### src/rtl/uart_prog_loader_pkg.sv
// -----------------------------------------------------------------------------
// uart_prog_loader_pkg
// Shared definitions for the UART program loader: FSM state encoding and the
// segment target byte values.
// The ST_CHK state exists only when PROG_CHECKSUM_EN is defined.
// -----------------------------------------------------------------------------
package uart_prog_loader_pkg;

   typedef enum logic [2:0] {
      ST_IDLE  = 3'd0,
      ST_TGT   = 3'd1,
      ST_LEN_H = 3'd2,
      ST_LEN_L = 3'd3,
      ST_DATA  = 3'd4,
`ifdef PROG_CHECKSUM_EN
      ST_CHK   = 3'd5,
`endif
      ST_ERR   = 3'd6
   } state_e;

   localparam logic [7:0] TGT_IMEM = 8'h00;
   localparam logic [7:0] TGT_DMEM = 8'h01;
   localparam logic [7:0] TGT_END  = 8'hFF;

endpackage

### src/rtl/uart_prog_loader_word_assembler.sv
// -----------------------------------------------------------------------------
// word_assembler
// Collects bytes MSB first into a 32-bit word. After the 4th byte of a word,
// word_done is high for exactly one cycle. During that cycle, word holds the
// complete word.
// Ports:
//   clock, rst     : clock, synchronous active-high reset
//   clear          : restart at byte index 0 (segment start)
//   byte_valid     : a payload byte is taken this cycle
//   byte_data[7:0] : the payload byte
//   last_byte      : the next byte taken completes a word
//   word[31:0]     : shift register contents
//   word_done      : registered one-cycle completion pulse
// -----------------------------------------------------------------------------
module word_assembler (
   input  logic        clock,
   input  logic        rst,
   input  logic        clear,
   input  logic        byte_valid,
   input  logic [7:0]  byte_data,
   output logic        last_byte,
   output logic [31:0] word,
   output logic        word_done
);

   logic [31:0] shift_q, shift_d;
   logic [1:0]  idx_q, idx_d;
   logic        done_q, done_d;

   always_comb begin
      shift_d = shift_q;
      idx_d   = idx_q;
      done_d  = 1'b0;
      if (clear) begin
         idx_d = 2'd0;
      end else if (byte_valid) begin
         shift_d = {shift_q[23:0], byte_data};
         idx_d   = idx_q + 2'd1;
         done_d  = (idx_q == 2'd3);
      end
   end

   always_ff @(posedge clock) begin
      if (rst) begin
         shift_q <= '0;
         idx_q   <= '0;
         done_q  <= 1'b0;
      end else begin
         shift_q <= shift_d;
         idx_q   <= idx_d;
         done_q  <= done_d;
      end
   end

   assign last_byte = (idx_q == 2'd3);
   assign word      = shift_q;
   assign word_done = done_q;

endmodule

### src/rtl/uart_prog_loader.sv
// -----------------------------------------------------------------------------
// uart_prog_loader
// Download sequencer. It holds the CPU in reset while it takes framed
// segments from the UART receiver:
//   target, len_hi, len_lo, 4*N payload bytes [, checksum]
// Each 32-bit word is written to imem or dmem.
// Optional feature: PROG_CHECKSUM_EN adds a per-segment XOR checksum byte.
// Ports:
//   clock, rst               : clock, synchronous active-high reset
//   prog_start               : one-cycle request to start a download
//   rx_valid/rx_data/rx_ready: byte input stream
//   imem_we, dmem_we         : one-cycle write strobes
//   mem_addr, mem_wdata      : shared write address/data
//   cpu_rst, busy, err       : CPU reset, download active, error held
// Handshake: a byte is transferred on a rising edge where rx_valid and
// rx_ready are both high. rx_ready depends only on state, never on rx_valid,
// and the loader never stalls a byte while in a receiving state.
// -----------------------------------------------------------------------------
module uart_prog_loader
   import uart_prog_loader_pkg::*;
#(
   parameter int          ADDR_W      = 14,
   parameter int unsigned TIMEOUT_CYC = 23_000_000
) (
   input  logic              clock,
   input  logic              rst,
   input  logic              prog_start,
   input  logic              rx_valid,
   input  logic [7:0]        rx_data,
   output logic              rx_ready,
   output logic              imem_we,
   output logic              dmem_we,
   output logic [ADDR_W-1:0] mem_addr,
   output logic [31:0]       mem_wdata,
   output logic              cpu_rst,
   output logic              busy,
   output logic              err
);

   localparam logic [31:0] TO_LAST = 32'(TIMEOUT_CYC - 1);
`ifdef PROG_CHECKSUM_EN
   localparam state_e SEG_END = ST_CHK;
`else
   localparam state_e SEG_END = ST_TGT;
`endif

   state_e            state_q, state_d;
   logic [15:0]       words_q, words_d;
   logic [ADDR_W-1:0] addr_q, addr_d;
   logic              sel_dmem_q, sel_dmem_d;
   logic [31:0]       to_cnt_q, to_cnt_d;
`ifdef PROG_CHECKSUM_EN
   logic [7:0]        xor_q, xor_d;
`endif

   logic        take;
   logic        asm_clear;
   logic        last_byte;
   logic        word_done;
   logic [31:0] word;
   logic [15:0] len_full;

   assign rx_ready = (state_q != ST_IDLE) && (state_q != ST_ERR);
   assign take     = rx_valid & rx_ready;
   assign len_full = {words_q[15:8], rx_data};

   word_assembler u_asm (
      .clock      (clock),
      .rst        (rst),
      .clear      (asm_clear),
      .byte_valid (take && (state_q == ST_DATA)),
      .byte_data  (rx_data),
      .last_byte  (last_byte),
      .word       (word),
      .word_done  (word_done)
   );

   always_comb begin
      state_d    = state_q;
      words_d    = words_q;
      addr_d     = addr_q;
      sel_dmem_d = sel_dmem_q;
      to_cnt_d   = to_cnt_q + 32'd1;
      asm_clear  = 1'b0;
`ifdef PROG_CHECKSUM_EN
      xor_d      = xor_q;
`endif
      // Address advances after the strobe cycle so it stays stable while written.
      if (word_done) addr_d = addr_q + ADDR_W'(1);

      case (state_q)
         ST_IDLE: if (prog_start) state_d = ST_TGT;
         ST_TGT: if (take) begin
`ifdef PROG_CHECKSUM_EN
            xor_d = 8'h00;
`endif
            case (rx_data)
               TGT_IMEM: begin sel_dmem_d = 1'b0; state_d = ST_LEN_H; end
               TGT_DMEM: begin sel_dmem_d = 1'b1; state_d = ST_LEN_H; end
               TGT_END:  state_d = ST_IDLE;
               default:  state_d = ST_ERR;
            endcase
         end
         ST_LEN_H: if (take) begin
            words_d = {rx_data, words_q[7:0]};
            state_d = ST_LEN_L;
         end
         ST_LEN_L: if (take) begin
            words_d = len_full;
            if (len_full == 16'd0) begin
               state_d = SEG_END;
            end else begin
               state_d   = ST_DATA;
               addr_d    = '0;
               asm_clear = 1'b1;
            end
         end
         ST_DATA: if (take) begin
`ifdef PROG_CHECKSUM_EN
            xor_d = xor_q ^ rx_data;
`endif
            if (last_byte) begin
               words_d = words_q - 16'd1;
               if (words_q == 16'd1) state_d = SEG_END;
            end
         end
`ifdef PROG_CHECKSUM_EN
         ST_CHK: if (take) state_d = (rx_data == xor_q) ? ST_TGT : ST_ERR;
`endif
         ST_ERR: if (prog_start) state_d = ST_TGT;
         default: state_d = ST_IDLE;
      endcase

      // Idle watchdog while receiving; IDLE and ERR do not time out.
      if (rx_ready && !take && (to_cnt_q == TO_LAST)) state_d = ST_ERR;

      if (take || !rx_ready || (state_d == ST_TGT && state_q != ST_TGT))
         to_cnt_d = '0;
   end

   always_ff @(posedge clock) begin
      if (rst) begin
         state_q    <= ST_IDLE;
         words_q    <= '0;
         addr_q     <= '0;
         sel_dmem_q <= 1'b0;
         to_cnt_q   <= '0;
`ifdef PROG_CHECKSUM_EN
         xor_q      <= '0;
`endif
      end else begin
         state_q    <= state_d;
         words_q    <= words_d;
         addr_q     <= addr_d;
         sel_dmem_q <= sel_dmem_d;
         to_cnt_q   <= to_cnt_d;
`ifdef PROG_CHECKSUM_EN
         xor_q      <= xor_d;
`endif
      end
   end

   assign imem_we   = word_done & ~sel_dmem_q;
   assign dmem_we   = word_done &  sel_dmem_q;
   assign mem_addr  = addr_q;
   assign mem_wdata = word;
   assign busy      = (state_q != ST_IDLE);
   assign err       = (state_q == ST_ERR);
   assign cpu_rst   = rst | busy;

endmodule

### config.mk
export PLATFORM = sky130hd
export DESIGN_NAME = uart_prog_loader
export DESIGN_NICKNAME = d
export VERILOG_FILES = /design/src/rtl/uart_prog_loader_pkg.sv /design/src/rtl/uart_prog_loader_word_assembler.sv /design/src/rtl/uart_prog_loader.sv
export SDC_FILE = /design/constraint.sdc
export NUM_CORES = 1
export LEC_CHECK = 0
export ABC_AREA = 1
export CAP_MARGIN = 20
export CORE_UTILIZATION = 56
export CTS_CLUSTER_DIAMETER = 150
export DETAILED_ROUTE_END_ITERATION = 8
export GPL_TIMING_DRIVEN = 0
export PLACE_DENSITY = 0.8
export SLEW_MARGIN = 20
export SYNTH_ARGS = -nofsm -noshare
export SYNTH_HDL_FRONTEND = slang
export SYNTH_SLANG_ARGS = --single-unit
### constraint.sdc
create_clock -name clock -period 1.56 [get_ports clock]
set_input_delay 0.312 -clock clock [delete_from_list [all_inputs] [get_ports clock]]
set_output_delay 0.312 -clock clock [all_outputs]
set_load 0.01 [all_outputs]
==> results of run 1 <==
metrics by stage:
step / hold slack, ns / util
after floorplan: 0.429 / -
after global placement: 0.439 / 0.676
after detailed placement: 0.451 / 0.676
after CTS: 0.173 / 0.708
after global routing: 0.175 / 0.742
final: 0.183 / 0.742
per-layer routing:
metal | GRT usage | vias up
li1 | - | 2715
met1 | 0.350 | 2485
met2 | 0.501 | 173
met3 | 0.0553 | 39
met4 | 0.116 | 0
met5 | 0 | -
flip-flops by register name, summed over array words and instances (netlist names):
signal,flops
to_cnt_q,32
u_asm.word,32
words_q,16
mem_addr,14
state_q,3
u_asm.idx_q,2
sel_dmem_q,1
u_asm.word_done,1
power groups by stage:
stage / Combinational [mW] / Clock, mW / Sequential (mW)
after global placement: 1.15 / 0 / 2.79
after CTS: 1.27 / 1.74 / 2.74
after global routing: 1.59 / 1.84 / 2.76
after detailed placement: 1.18 / 0 / 2.79
final: 1.45 / 1.71 / 2.75
after floorplan: 0.845 / 0 / 2.78
critical path: stages (launching register included):
cell and delay (ns):
dfxtp_4 0.39, nor2_4 0.14, nand2_2 0.09, nand2_2 0.09
inv_2 0.05, buf_6 0.12
logic make-up after synthesis:
kind of cell,Yosys count
AO/OA/AOI/OAI,121
buffers and inverters,107
adder cells (fa/ha/maj),5
flip-flops,101
XOR/XNOR,16
AND/OR/NAND/NOR,430
timing repair:
| action | CTS | global route |
|---|---|---|
| endpoints found under the setup margin | 72 | 64 |
| buffers inserted | 8 | 7 |
| pin swaps | 6 | 14 |
| hold endpoints to repair | 0 | 0 |
| gates resized for setup | 102 | 84 |
| gates cloned | 0 | 1 |
cell usage in the layout (no fill, tap or decap), types with 5 or more instances in the layout:
master | netlist | layout
nand2_1 | 184 | 176
nor2_1 | 102 | 90
a21oi_1 | 82 | 79
dfxtp_1 | 101 | 78
nand3_1 | 78 | 74
inv_1 | 79 | 72
dlygate4sd2_1 | 0 | 46
dfxtp_2 | 0 | 19
o21ai_0 | 22 | 18
buf_4 | 2 | 17
nor3_1 | 20 | 15
nor2_4 | 5 | 14
nand2_2 | 10 | 13
xor2_1 | 13 | 13
buf_2 | 11 | 11
nor2_2 | 7 | 10
clkbuf_8 | 0 | 10
nand4_1 | 8 | 8
nand3_2 | 4 | 8
o21ai_1 | 3 | 7
inv_2 | 1 | 7
nand2_4 | 2 | 6
clkbuf_2 | 0 | 6
clkdlybuf4s50_1 | 0 | 6
nor3_2 | 2 | 5
worst paths after layout:
check | from | endpoint | slack, ns | depth (start not counted)
max | state_q[1]$_SDFF_PP0_ | rx_ready | 0.007 | 5
min | rst | u_asm.word[0]$_SDFFE_PP0P_ | 0.18 | 2
max reg2reg | state_q[1]$_SDFF_PP0_ | words_q[9]$_SDFFE_PP0P_ | 0.02 | 8
min reg2reg | to_cnt_q[31]$_SDFF_PP0_ | to_cnt_q[31]$_SDFF_PP0_ | 0.46 | 2
area by class of cell:
class | count | area (sq um) | area share
Sequential cell | 101 | 2060 | 0.313
Inverter | 84 | 334 | 0.0507
Buffer | 23 | 168 | 0.0254
Multi-Input combinational cell | 573 | 3020 | 0.459
Tap cell | 108 | 135 | 0.0205
Timing Repair Buffer | 77 | 662 | 0.100
Clock buffer | 9 | 124 | 0.0188
Clock inverter | 7 | 86.3 | 0.0131
==> reports/qor.yml, run 1 <==
outcome: "complete, no violations"
area_growth_pct: 25.4
hold_path_class: "input pin to register"
min_period_ns: 1.55
placed_area_sq_um: 6010
finalMaxSlewViolations: 0
clk_path_buf_depth: 2
fin_nets: 886
required_ns: 1.25
row_count: 34
hold_violations: 0
syn_avg_cell_area_sq_um: 6.74
start_util: 0.591
ys.flop_type: "dfxtp_1"
worst_setup_path_end_kind: "output port"
synth_most_common_cell: "nand2_1"
power_mw: 5.92
max_cap_viol_count: 0
design.die.area_sq_um: 9780
synth_fa_ha_area_frac: 0.0119
worst_pin_slew_ns: 0.465
via_per_inst: 5.51
synthCells: 780
drc: 0
max_clock_freq_ghz: 0.644
synthArstFlopShare: 0
grt.overflow.total: 0
synth-compound-area-share: 0.122
synth_fp_nets: 797
antennaDiodeCount: 0
setup_violations: 0
tns_ns: 0
power_density_nw_per_um2: 898
synth_top_cell_by_area: "dfxtp_1"
synth_seq_cells: 101
place_congestion: 0.941
yosys.area_share.simple: 0.368
relSlewSlack: 0.690
tritoncts: "built"
cts.clk_slew.worst_paths_ns: 0.13
antenna_found_initial: 0
drtIter0Drc: 251
drt-wirelength-per-cell_um: 14.5
hpwl_mm: 10.1
synth_top_area_frac: 0.385
syn-cell-area_sq_um: 5260
grt_pass1_vias: 4973
root_buffer: "clkbuf_8"
rsz0062_at_grt: "yes"
timing.final.crit_share: 0.996
num_io_pins: 64
synth_top_cells_by_count: "nand2_1, nor2_1, dfxtp_1, a21oi_1, inv_1"
power_frac_clock: 0.289
synthTopCellsByArea: "dfxtp_1, nand2_1, a21oi_1, nand3_1, nor2_1"
core_sq_um: 8890
synth_top_family_by_area: "simple AND/OR/NAND/NOR gates"
clock_skew_ns: 0.0164
pre_cts_ws_ns: -0.700
ys_seq_area_frac: 0.385
worst_slack_ns: 0.00698
wl_met2_mm: 7.04
dp.cells: 950
start_kind: "register"
design_area_sq_um: 6590
worst-path-max-fanout: 4
critical_path_class: "register to output port"
wl_met1_mm: 5.92
cts_buffers: 9
layoutNonFillerInstCount: 982
groute.usage.overall: 0.288
fp.dieW_um: 98.9
clk_latency_ns: 0.39
leakage_nw: 2.66
internal_power_mw: 3.85
dr_total_vias: 5412
switchingPower_mw: 2.07
synth_edf_count: 0
ir_drop_mv: 0.690
routed_wl_mm: 14.2
grt_pass1_wl_mm: 22.7
first_pass_iters: 5
worstPathArrival_ns: 1.24
hold_buffers: 0
ys_types: 40
die_h_um: 98.9
htreeDepth: 3
yosys_warnings: 0
grt_max_degree: 22
route.met3.wl_um: 776
fill_cells: 713
combPwrFrac: 0.245
numPortBuffers: 62
clock-sinks: 101
p_sw_frac: 0.350
p_seq_frac: 0.465
drtAntennaViolNets: 0
top_layer_used: "met4"
muxShareOfSynthArea: 0
drive_gt1_frac: 0.188
synth_xor_area_frac: 0.0267
Power figures use the tool's default switching activity.
==> run 2: changes to the inputs <==
Settings changed: CORE_MARGIN set to 2.
==> reports/qor.yml, run 2 (same netlist as run 1, synthesis figures left out) <==
outcome: "complete, no violations"
hold_violations: 0
clk_path_buf_depth: 2
first_pass_iters: 5
start_util: 0.574
drt-wirelength-per-cell_um: 14.9
final_common_cell: "nand2_1"
grt_pass1_vias: 5172
root_buffer: "clkbuf_8"
cts_buffers: 9
htreeDepth: 3
timing.final.crit_share: 0.998
leakage_nw: 2.74
worst-path-max-fanout: 6
finalMaxSlewViolations: 0
hpwl_mm: 10.4
rsz0062_at_grt: "yes"
dr_total_vias: 5487
antennaDiodeCount: 0
layout_common_cells: "nand2_1, nor2_1, dfxtp_1"
design_area_sq_um: 6670
num_io_pins: 64
worstPathArrival_ns: 1.25
clock-sinks: 101
drtIter0Drc: 260
row_count: 35
setup_violations: 0
max_clock_freq_ghz: 0.642
routed_wl_mm: 14.7
critical-path-top-delay-family: "flip-flops"
design.die.area_sq_um: 10200
cts.clk_slew.worst_paths_ns: 0.10
worst_setup_path_end_kind: "output port"
min_period_ns: 1.56
core_sq_um: 9150
path_cells: "nor2_4 > nand2_2 > nand2_2 > inv_2 > buf_6"
placed_area_sq_um: 6020
via_per_inst: 5.54
area_growth_pct: 26.9
power_density_nw_per_um2: 899
die_h_um: 101
worst_pin_slew_ns: 0.410
cpMaxStageDelayCell: "dfxtp_4"
groute.usage.overall: 0.281
grt_pass1_wl_mm: 23.1
tns_ns: 0
hold_buffers: 0
hold_path_class: "input pin to register"
ir_drop_mv: 0.582
drive_gt1_frac: 0.186
timing.critical_path.mode_cell: "nand2_2"
tritoncts: "built"
start_kind: "register"
max_cap_viol_count: 0
place_congestion: 0.949
fill_cells: 734
drtAntennaViolNets: 0
grt.overflow.total: 0
critical_path_class: "register to output port"
grt_max_degree: 19
required_ns: 1.25
cp_slowest_stage_delay_ns: 0.39
fp.dieW_um: 101
drc: 0
clock_skew_ns: 0.0135
crit_buf_inv: 2
relSlewSlack: 0.727
clk_latency_ns: 0.38
fin_nets: 892
numPortBuffers: 62
antenna_found_initial: 0
## run 2: cell types whose count changed in the layout (fill, tap and decap cells not counted), sizes merged
cell and change:
inv -2, clkbuf +2, dlymetal6s2s +2, clkdlybuf4s50 -2, clkinv +1, bufinv +1, buf +4
## run 2: path summary, 6_finish.rpt
| check | start | end | slack [ns] | depth (start not counted) |
|---|---|---|---|---|
| setup reg to reg | to_cnt_q[0]$_SDFF_PP0_ | to_cnt_q[17]$_SDFF_PP0_ | 0.05 | 8 |
| setup / recovery | state_q[0]$_SDFF_PP0_ | rx_ready | 0.003 | 5 |
| hold / removal | rst | u_asm.word[2]$_SDFFE_PP0P_ | 0.20 | 2 |
| hold reg to reg | to_cnt_q[0]$_SDFF_PP0_ | to_cnt_q[0]$_SDFF_PP0_ | 0.45 | 1 |
## run 2: cell type report
type,count,area [sq um],area share
inverter,84,335,0.0503
clock buffer,9,124,0.0186
clock inverter,7,85.1,0.0128
buffer,23,166,0.0249
timing repair buffer,83,737,0.110
multi-input combinational,573,3040,0.455
tap,111,139,0.0208
sequential,101,2050,0.307
## run 2: metrics by stage
| step | hold slack [ns] | power [mW] | cells | utilization | setup slack, ns |
|---|---|---|---|---|---|
| after floorplan | 0.429 | 3.62 | 780 | - | 0.120 |
| after global routing | 0.185 | 6.28 | 991 | 0.729 | -0.0644 |
| after global placement | 0.439 | 3.93 | 953 | 0.657 | -0.690 |
| after detailed placement | 0.446 | 3.98 | 953 | 0.657 | -0.754 |
| after CTS | 0.190 | 5.78 | 975 | 0.687 | -0.0130 |
| final | 0.200 | 6.00 | 991 | 0.729 | 0.00251 |
## run 2: layer usage
layer / routed length, um / GRT usage
met3: 882 / 0.0603
met2: 7150 / 0.466
met5: 0 / 0
met4: 516 / 0.133
met1: 6170 / 0.346
## run 2: repair_timing
| item | in CTS | in global routing |
|---|---|---|
| cloned | 0 | 2 |
| endpoints found under the setup margin | 73 | 71 |
| buffers inserted | 6 | 14 |
| hold endpoints to repair | 0 | 0 |
| gates resized for setup | 99 | 92 |
| pin swaps | 4 | 19 |
## run 2: power by group
| part | internal (mW) | total, mW | switching (mW) |
|---|---|---|---|
| clock | 0.763 | 1.73 | 0.971 |
| combinational | 0.574 | 1.50 | 0.930 |
| sequential | 2.66 | 2.76 | 0.103 |
| total | 4.00 | 6.00 | 2.00 |
==> run 3: changes to the inputs <==
Settings changed: SYNTH_HIERARCHICAL set to 1.
==> reports/qor.yml, run 3 <==
outcome: "finished with violations"
violations: "negative setup slack"
power_density_nw_per_um2: 979
hpwl_mm: 10.1
grt_pass1_vias: 5379
pre_cts_ws_ns: -0.812
start_util: 0.581
synth_seq_cells: 101
clock-sinks: 101
core_sq_um: 9330
num_io_pins: 64
groute.usage.overall: 0.282
dp.cells: 1031
placed_area_sq_um: 6210
switchingPower_mw: 2.31
syn-cell-area_sq_um: 5420
fp.dieW_um: 102
ys_types: 40
start_kind: "input pin"
via_per_inst: 5.43
drive_gt1_frac: 0.219
antennaDiodeCount: 0
grt_max_degree: 16
min_period_ns: 1.63
drtAntennaViolNets: 0
grt.overflow.total: 0
fin_nets: 970
synth_top_cells_by_count: "nand2_1, nor2_1, inv_1, dfxtp_1, nand3_1"
final_core_util: 0.768
power_mw: 7.01
rsz0062_at_grt: "yes"
worst_slack_ns: -0.0711
synth_fp_nets: 856
synth_top_cell_by_area: "dfxtp_1"
ys_seq_area_frac: 0.373
path_cells: "dlygate4sd2_1 > nor2_1 > nand3_1 > nor2_2 > nand2_2 > nand3_2 > inv_2 > nor2_4 > buf_12 > buf_8 > nor2_4 > nor2_2"
grt_pass1_wl_mm: 23.6
setup_violations: 26
max_clock_freq_ghz: 0.613
critical_path_class: "input pin to register"
tritoncts: "built"
synthCells: 839
ir_drop_mv: 0.724
dr_total_vias: 5900
layoutNonFillerInstCount: 1086
p_seq_frac: 0.409
ys.flop_type: "dfxtp_1"
row_count: 35
synth_top_area_frac: 0.373
clock_skew_ns: 0.0117
synth_most_common_cell: "nand2_1"
cpMaxStageDelayCell: "dlygate4sd2_1"
place_congestion: 0.961
synth_edf_count: 0
finalMaxSlewViolations: 0
routed_wl_mm: 15.9
worst-path-max-fanout: 6
syn_avg_cell_area_sq_um: 6.46
worst_pin_slew_ns: 0.418
cp_slowest_stage_delay_ns: 0.33
required_ns: 1.87
leakage_nw: 3.00
drc: 0
cts_buffers: 9
timing.final.crit_share: 1.05
hold_violations: 0
fill_cells: 734
layout_common_cells: "nand2_1, nor2_1, inv_1"
whs_ns: 0.188
clk_latency_ns: 0.38
power_frac_clock: 0.292
synthArstFlopShare: 0
worst_setup_path_end_kind: "register"
first_pass_iters: 6
area_growth_pct: 32.2
yosys_warnings: 6
p_sw_frac: 0.330
max_cap_viol_count: 0
design.die.area_sq_um: 10500
combPwrFrac: 0.299
synthTopCellsByArea: "dfxtp_1, nand2_1, nor2_1, inv_1, nand3_1"
antenna_found_initial: 0
root_buffer: "clkbuf_8"
cts.clk_slew.worst_paths_ns: 0.10
final_common_cell: "nand2_1"
relSlewSlack: 0.721
design_area_sq_um: 7160
die_h_um: 102
numPortBuffers: 63
hold_path_class: "input pin to register"
drt-wirelength-per-cell_um: 14.7
htreeDepth: 3
worstPathArrival_ns: 1.94
clk_path_buf_depth: 2
internal_power_mw: 4.70
tns_ns: -0.742
drtIter0Drc: 324
-- run 3: cell types whose count changed after synthesis, moves of 5 or more --
cell and change:
nor2_1 +72, nand2_1 +12, nand2_2 -6, nor3_1 -5, clkbuf_1 -6, xnor2_1 +5
inv_1 +27, a21oi_1 -38
-- run 3: power by group through the flow --
stage               Combinational, mW  Clock [mW]  Sequential (mW)
floorplan                        1.12           0             2.90
global placement                 1.57           0             2.89
detailed placement               1.62           0             2.90
CTS                              1.81        2.08             2.85
global route                     2.28        2.16             2.88
finish                           2.10        2.05             2.86
-- run 3: per-layer routing --
metal | share of wire | vias up | GRT usage
met3 | 0.060 | 45 | 0.0568
li1 | - | 2860 | -
met1 | 0.39 | 2752 | 0.329
met5 | 0 | - | 0
met4 | 0.027 | 0 | 0.101
met2 | 0.52 | 243 | 0.511
-- run 3: final cells by class --
class                   count  area [sq um]  area share
clock inverters             4          95.1      0.0133
repair buffers            102           878       0.123
flip-flops and latches    101          2060       0.288
well taps                 129           161      0.0225
plain buffers              20           173      0.0241
inverters                 112           438      0.0611
clock buffers              11           151      0.0211
multi-input cells         607          3210       0.448
-- run 3: cell families after synthesis --
logic type      count (synthesis)  share of synthesized area
simple gates                  499                      0.397
buf+inv                       132                      0.102
flops                         101                      0.373
compound gates                 83                     0.0852
xor+xnor                       19                     0.0307
fa+ha+maj                       5                     0.0115
-- run 3: final timing paths --
kind / from / endpoint / slack (ns) / depth (start not counted)
setup / recovery: rx_data[2] / u_asm/word[10]$_SDFFE_PP0P_ / -0.07 / 12
hold / removal: rst / sel_dmem_q$_SDFFE_PP0P_ / 0.19 / 2
setup reg to reg: state_q[1]$_SDFF_PP0_ / u_asm/word[10]$_SDFFE_PP0P_ / -0.07 / 11
hold reg to reg: u_asm/word[31]$_SDFFE_PP0P_ / u_asm/word[31]$_SDFFE_PP0P_ / 0.47 / 2
-- run 3: repair_timing --
| action | 4_1_cts | 5_1_grt |
|---|---|---|
| pin swaps | 15 | 37 |
| endpoints found under the setup margin | 109 | 82 |
| setup buffers | 23 | 13 |
| hold buffers | 0 | 0 |
| gates cloned | 4 | 1 |
| resized for setup | 137 | 96 |
-- run 3: critical path, delay by kind of cell --
| family | cells | cell delay (ns) |
|---|---|---|
| AND/OR/NAND/NOR | 8 | 0.97 |
| buffers and inverters | 4 | 0.65 |
